File: config.mk
export PLATFORM = sky130hd
export DESIGN_NAME = sprite_blitter
export DESIGN_NICKNAME = d
export VERILOG_FILES = /design/src/rtl/sprite_blitter.sv
export SDC_FILE = /design/constraint.sdc
export NUM_CORES = 1
export LEC_CHECK = 0
export ABC_AREA = 1
export BUFFER_PORTS_ARGS = -buffer_cell sky130_fd_sc_hd__buf_2
export CORE_ASPECT_RATIO = 0.5
export CORE_MARGIN = 2
export CORE_UTILIZATION = 30
export DETAILED_ROUTE_END_ITERATION = 12
export PLACE_DENSITY = 0.48
export SLEW_MARGIN = 20
export SYNTH_ARGS = -nofsm -noshare
export SYNTH_HDL_FRONTEND = slang
export SYNTH_SLANG_ARGS = --single-unit
export TNS_END_PERCENT = 10
File: constraint.sdc
create_clock -name CLOCK_50 -period 3.1 [get_ports CLOCK_50]
set_input_delay 0.31 -clock CLOCK_50 [delete_from_list [all_inputs] [get_ports CLOCK_50]]
set_output_delay 0.31 -clock CLOCK_50 [all_outputs]
set_load 0.01 [all_outputs]
File: src/rtl/sprite_blitter.sv
// Positioned monochrome sprite blitter: sweeps a SPR_W x SPR_H 1-bit ROM and emits one clipped pixel per cycle.
// Define BLIT_TRANSPARENT_EN to leave ROM-bit-1 pixels unplotted instead of filling them with bg_colour.
module sprite_blitter #(
    parameter int SCREEN_W    = 160,
    parameter int SCREEN_H    = 120,
    parameter int SPR_W       = 160,
    parameter int SPR_H       = 120,
    parameter int NUM_SPRITES = 3,
    parameter int X_BITS      = 8,
    parameter int Y_BITS      = 7,
    parameter int ADDR_BITS   = 15,
    parameter int COLOUR_BITS = 3,
    localparam int SEL_BITS   = (NUM_SPRITES > 1) ? $clog2(NUM_SPRITES) : 1
) (
    input  logic                   CLOCK_50,
    input  logic                   reset,
    input  logic                   start,
    input  logic [SEL_BITS-1:0]    sprite_sel,
    input  logic [X_BITS-1:0]      x0,
    input  logic [Y_BITS-1:0]      y0,
    input  logic [COLOUR_BITS-1:0] fg_colour,
    input  logic [COLOUR_BITS-1:0] bg_colour,
    output logic                   busy,
    output logic                   done,
    output logic [SEL_BITS-1:0]    rom_sel,
    output logic [ADDR_BITS-1:0]   rom_addr,
    input  logic                   rom_q,
    output logic [X_BITS-1:0]      x,
    output logic [Y_BITS-1:0]      y,
    output logic [COLOUR_BITS-1:0] colour,
    output logic                   plot
);

    localparam int COL_BITS = (SPR_W > 1) ? $clog2(SPR_W) : 1;
    localparam int ROW_BITS = (SPR_H > 1) ? $clog2(SPR_H) : 1;

    localparam logic [ADDR_BITS-1:0] LAST_ADDR    = ADDR_BITS'(SPR_W * SPR_H - 1);
    localparam logic [COL_BITS-1:0]  LAST_COL     = COL_BITS'(SPR_W - 1);
    localparam logic [X_BITS:0]      SCREEN_W_EXT = (X_BITS + 1)'(SCREEN_W);
    localparam logic [Y_BITS:0]      SCREEN_H_EXT = (Y_BITS + 1)'(SCREEN_H);

    typedef enum logic [1:0] {
        S_IDLE,
        S_DRAW,
        S_FLUSH,
        S_DONE
    } state_e;

    state_e                 state_q;
    logic                   flush_q;
    logic                   busy_q;
    logic                   done_q;
    logic [SEL_BITS-1:0]    sel_q;
    logic [ADDR_BITS-1:0]   addr_q;
    logic [COL_BITS-1:0]    col_q;
    logic [ROW_BITS-1:0]    row_q;
    logic [X_BITS-1:0]      x0_q;
    logic [Y_BITS-1:0]      y0_q;
    logic [COLOUR_BITS-1:0] fg_q;
    logic [COLOUR_BITS-1:0] bg_q;

    // Stage 1 holds the coordinates of the address whose data is now on rom_q.
    logic                   s1_valid_q;
    logic [COL_BITS-1:0]    s1_col_q;
    logic [ROW_BITS-1:0]    s1_row_q;

    logic [X_BITS-1:0]      x_q;
    logic [Y_BITS-1:0]      y_q;
    logic [COLOUR_BITS-1:0] colour_q;
    logic                   plot_q;

    logic [X_BITS:0]        x_sum_d;
    logic [Y_BITS:0]        y_sum_d;
    logic [COLOUR_BITS-1:0] colour_d;
    logic                   plot_d;

    // NOTE: every sequential assignment uses <= so all registers update from the same pre-edge values.
    always_ff @(posedge CLOCK_50) begin
        if (reset) begin
            state_q <= S_IDLE;
            flush_q <= 1'b0;
            busy_q  <= 1'b0;
            done_q  <= 1'b0;
            sel_q   <= '0;
            addr_q  <= '0;
            col_q   <= '0;
            row_q   <= '0;
        end else begin
            case (state_q)
                S_IDLE: begin
                    if (start) begin
                        sel_q   <= (int'(sprite_sel) < NUM_SPRITES) ? sprite_sel : '0;
                        x0_q    <= x0;
                        y0_q    <= y0;
                        fg_q    <= fg_colour;
                        bg_q    <= bg_colour;
                        addr_q  <= '0;
                        col_q   <= '0;
                        row_q   <= '0;
                        busy_q  <= 1'b1;
                        state_q <= S_DRAW;
                    end
                end
                S_DRAW: begin
                    if (addr_q == LAST_ADDR) begin
                        flush_q <= 1'b0;
                        state_q <= S_FLUSH;
                    end else begin
                        addr_q <= addr_q + 1'b1;
                        if (col_q == LAST_COL) begin
                            col_q <= '0;
                            row_q <= row_q + 1'b1;
                        end else begin
                            col_q <= col_q + 1'b1;
                        end
                    end
                end
                S_FLUSH: begin
                    if (flush_q) begin
                        busy_q  <= 1'b0;
                        done_q  <= 1'b1;
                        state_q <= S_DONE;
                    end else begin
                        flush_q <= 1'b1;
                    end
                end
                S_DONE: begin
                    done_q  <= 1'b0;
                    state_q <= S_IDLE;
                end
                default: state_q <= S_IDLE;
            endcase
        end
    end

    // NOTE: every output of this block gets a value before any condition, so no latch can be inferred.
    always_comb begin
        x_sum_d  = {1'b0, x0_q} + (X_BITS + 1)'(s1_col_q);
        y_sum_d  = {1'b0, y0_q} + (Y_BITS + 1)'(s1_row_q);
        colour_d = rom_q ? bg_q : fg_q;
        plot_d   = s1_valid_q && (x_sum_d < SCREEN_W_EXT) && (y_sum_d < SCREEN_H_EXT);
`ifdef BLIT_TRANSPARENT_EN
        plot_d   = plot_d && !rom_q;
`endif
    end

    // Clipped pixels still occupy their slot so blit duration never depends on position.
    always_ff @(posedge CLOCK_50) begin
        if (reset) begin
            s1_valid_q <= 1'b0;
            x_q        <= '0;
            y_q        <= '0;
            colour_q   <= '0;
            plot_q     <= 1'b0;
        end else begin
            s1_valid_q <= (state_q == S_DRAW);
            s1_col_q   <= col_q;
            s1_row_q   <= row_q;
            plot_q     <= plot_d;
            if (s1_valid_q) begin
                x_q      <= x_sum_d[X_BITS-1:0];
                y_q      <= y_sum_d[Y_BITS-1:0];
                colour_q <= colour_d;
            end
        end
    end

    assign busy     = busy_q;
    assign done     = done_q;
    assign rom_sel  = sel_q;
    assign rom_addr = addr_q;
    assign x        = x_q;
    assign y        = y_q;
    assign colour   = colour_q;
    assign plot     = plot_q;

endmodule

==> impl_results.md <==
* Clk pin slew, worst setup/hold paths at 0.07 ns
* Worst Setup Path Type: flip-flop to flip-flop
* Cell count of the worst reg-to-reg path at 8
* Slew headroom at 54.0%
* Tightest Pin Transition at 0.689 ns
* Distinct cell type count after synthesis at 37
* EDFF count, synth at 36
* Worst r2r src: state_q[1]
* Final Wtd Congestion at 0.794
* Mapped Area at 0.00454 mm²
* Vias per cell at 4.43
* Post-place setup slack at 0.916 ns
* Final Hold Fails at 0
* Resized cells post-CTS at 0
* Final Slew Violations at 0
* Hold-fix buffers, CTS at 0
* TNS Setup at 0 ns
* First-pass GRT wire length at 17800 µm
* Synth top cells by count: 122 x nand2_1, 69 x nor2_1, 57 x dfxtp_1, 57 x inv_1, 41 x a21oi_1
* Num rows at 31
* Routed Wire Length at 10400 µm
* Worst setup EP type: flip-flop
* Largest net degree at the start of global routing at 27
* Final nets at 659
* Final min period at 2.14 ns
* Synth Register Bits at 93
* Synth area leader: dfxtp_1
* Die Area at 0.0162 mm²
* Fin Hold WS at 0.138 ns
* Final worst-path setup slack at 0.964 ns
* Max Fclk at 0.468 GHz
* Crit Reg-Reg Endpoint: row_q[0]
* Die width at 178 µm
* Routed via count at 3590
* CP max stage delay at 0.56 ns
* Tot Pwr at 3590 µW
* Share of the synthesized area in the top cell type at 25.1%
* Leakage at 0.00223 µW
* Initial antenna violation count at 0
* Power Density at 667 mW/mm²
* Ys async rst share at 0%
* FILL cells at 1505
* Utilization after layout at 36.8%
* RSZ-0062 raised after global routing: false
* Type of the tightest min-delay check: input port to flip-flop
* Routed length per instance at 12.8 µm
* Final Cycle Share at 68.9%
* Top cells by area, synth: dfxtp_1 25%, edfxtp_1 24%, nand2_1 10%, ha_1 6.1%, nor2_1 5.7%
* GRT Total Usage at 13.9%
* Crit-path cells: inv_1 -> ha_1 -> inv_1 -> nand2_1 -> nand2_1 -> nand3_2 -> nand2_1 -> a22oi_1
* Core Area at 0.0146 mm²
* Post-CTS Setup Bufs at 0
* Clock root buffer: clkbuf_16
* Fin Clk Skew at 0.00531 ns
* Hold Path End: x0_q[4]
* Cells after Synth at 542
* DP HPWL at 7650 µm
* Hold_sp: x0[4]
* Die H at 91.0 µm
* Mapped Nets at 593
* Max-Cap Viols at 0
* Worst reg2reg setup slack at 0.96 ns
* Starting Density at 31.0%
* Layout cell share with drive strength beyond 1 at 16.5%
* Max FO, Critical Path at 23
* Critical path data arrival time at 2.36 ns
* TritonRoute pass-1 iters at 4
* # setup viols final at 0
* CP dominant cell by count: nand2_1
* Synth Area per Inst at 8.37 µm²
* Total inserted antenna cells at 0
* Max Root-Sink Buffers at 2
* VDD IR max at 0.261 mV
* Worst Hold Depth at 1
* H-tree levels at 3
* CTS sink count at 93
* Vias in the first global route at 3533
* Sequential-to-total area share from yosys stat at 49.0%
* Residual DRC at 0
* Initial DRC count at 147
* Inserted Clock Buffers at 9
* Slowest CP cell: inv_1
* Area growth, synth to finish at 18.5%
* CP Launch Type: flip-flop
* Synth Flop Type: dfxtp_1
* GR Overflow Total at 0
* DRT antenna net count at 0
* CTS tree: yes
* Status: completed
* Num ports at 65
* IO buf count at 64
* Synthesis warning total at 0
* Most common cell in the netlist: nand2_1
* Required @ worst endpoint at 3.32 ns
* Clock Latency Late Sink at 0.34 ns
## registers in the layout, indices dropped and copies added (netlist names), 2 cells and up
name / cells
x: 8
s1_col_q: 8
rom_sel: 2
s1_row_q: 7
row_q: 7
y: 7
fg_q: 3
col_q: 8
y0_q: 7
colour: 3
x0_q: 8
bg_q: 3
state_q: 2
rom_addr: 15
## logic make-up (layout without fill, tap and decap cells)
group / Yosys count / in the layout / share of synthesized area [%]
fa+ha+maj: 24 / 24 / 6.95
simple gates: 247 / 247 / 23.2
flops: 93 / 93 / 49.0
buf+inv: 73 / 144 / 6.76
xor+xnor: 18 / 18 / 3.47
compound gates: 87 / 87 / 10.6
## critical path, delay by kind of cell, from the launching register on
| kind | cells | cell delay (ns) |
|---|---|---|
| buf+inv | 2 | 0.64 |
| simple gates | 4 | 0.65 |
| fa+ha+maj | 1 | 0.30 |
| flops | 1 | 0.35 |
| compound gates | 1 | 0.07 |
## through the flow
stage | cell area, µm² | instances
finish | 5380 | 811
global route | 5380 | 811
CTS | 5380 | 811
detailed placement | 5060 | 795
global placement | 5060 | 795
floorplan | 4540 | 542
## worst max path at each step
stage / endpoint / startpoint / cells past startpoint / slack (ns)
floorplan: rom_sel[1] / state_q[0] / 6 / 0.98
global placement: row_q[1] / state_q[1] / 8 / 1.01
detailed placement: row_q[0] / state_q[1] / 8 / 0.92
CTS: row_q[0] / state_q[1] / 8 / 0.89
global route: row_q[1] / state_q[1] / 8 / 0.64
finish: row_q[0] / state_q[1] / 8 / 0.96
## cells in the final DEF, fill, tap and decap left out, types with 2 or more instances in the layout
cell,synthesis,layout
nand2_1,122,122
nor2_1,69,68
buf_2,2,64
inv_1,57,57
dfxtp_1,57,57
a21oi_1,41,41
edfxtp_1,36,36
nand3_1,29,29
o21ai_0,27,27
ha_1,22,22
xor2_1,10,10
nor3_1,10,10
clkbuf_16,0,10
xnor2_1,8,8
nand4_1,5,5
buf_4,0,5
a22oi_1,4,4
a21oi_2,4,4
nor2_2,2,3
nand2_2,2,2
inv_2,2,2
nand3_4,2,2
o22ai_1,2,2
o21a_1,2,2
nand3b_1,2,2
a31oi_1,2,2
o211ai_1,2,2
fa_1,2,2
inv_6,0,2
clkinvlp_4,0,2
## layout make-up
cell class                 count  area (µm²)  share of cell area (%)
multi-input combinational    376        2010                    37.4
clock buffer                  10         250                    4.65
tap                          198         248                    4.61
sequential                    93        2220                    41.3
inverter                      59         221                    4.12
timing repair buffer          69         358                    6.65
clock inverter                 6        67.6                    1.26
## routing by layer
| layer | up-vias | wire, µm | track usage, % |
|---|---|---|---|
| met3 | 8 | 541 | 4.19 |
| met1 | 1611 | 5400 | 19.2 |
| li1 | 1912 | - | - |
| met5 | - | 0 | 0 |
| met2 | 59 | 4370 | 20.9 |
| met4 | 0 | 108 | 3.76 |
## where the power goes
part           internal (µW)  total, µW  switching, µW  leakage (µW)
logic                    282        868            586       0.00126
registers               1440       1540            106      0.000813
clock network            679       1180            499      0.000151
total                   2400       3590           1190       0.00223
No activity file was read; power rests on OpenSTA's default activity.
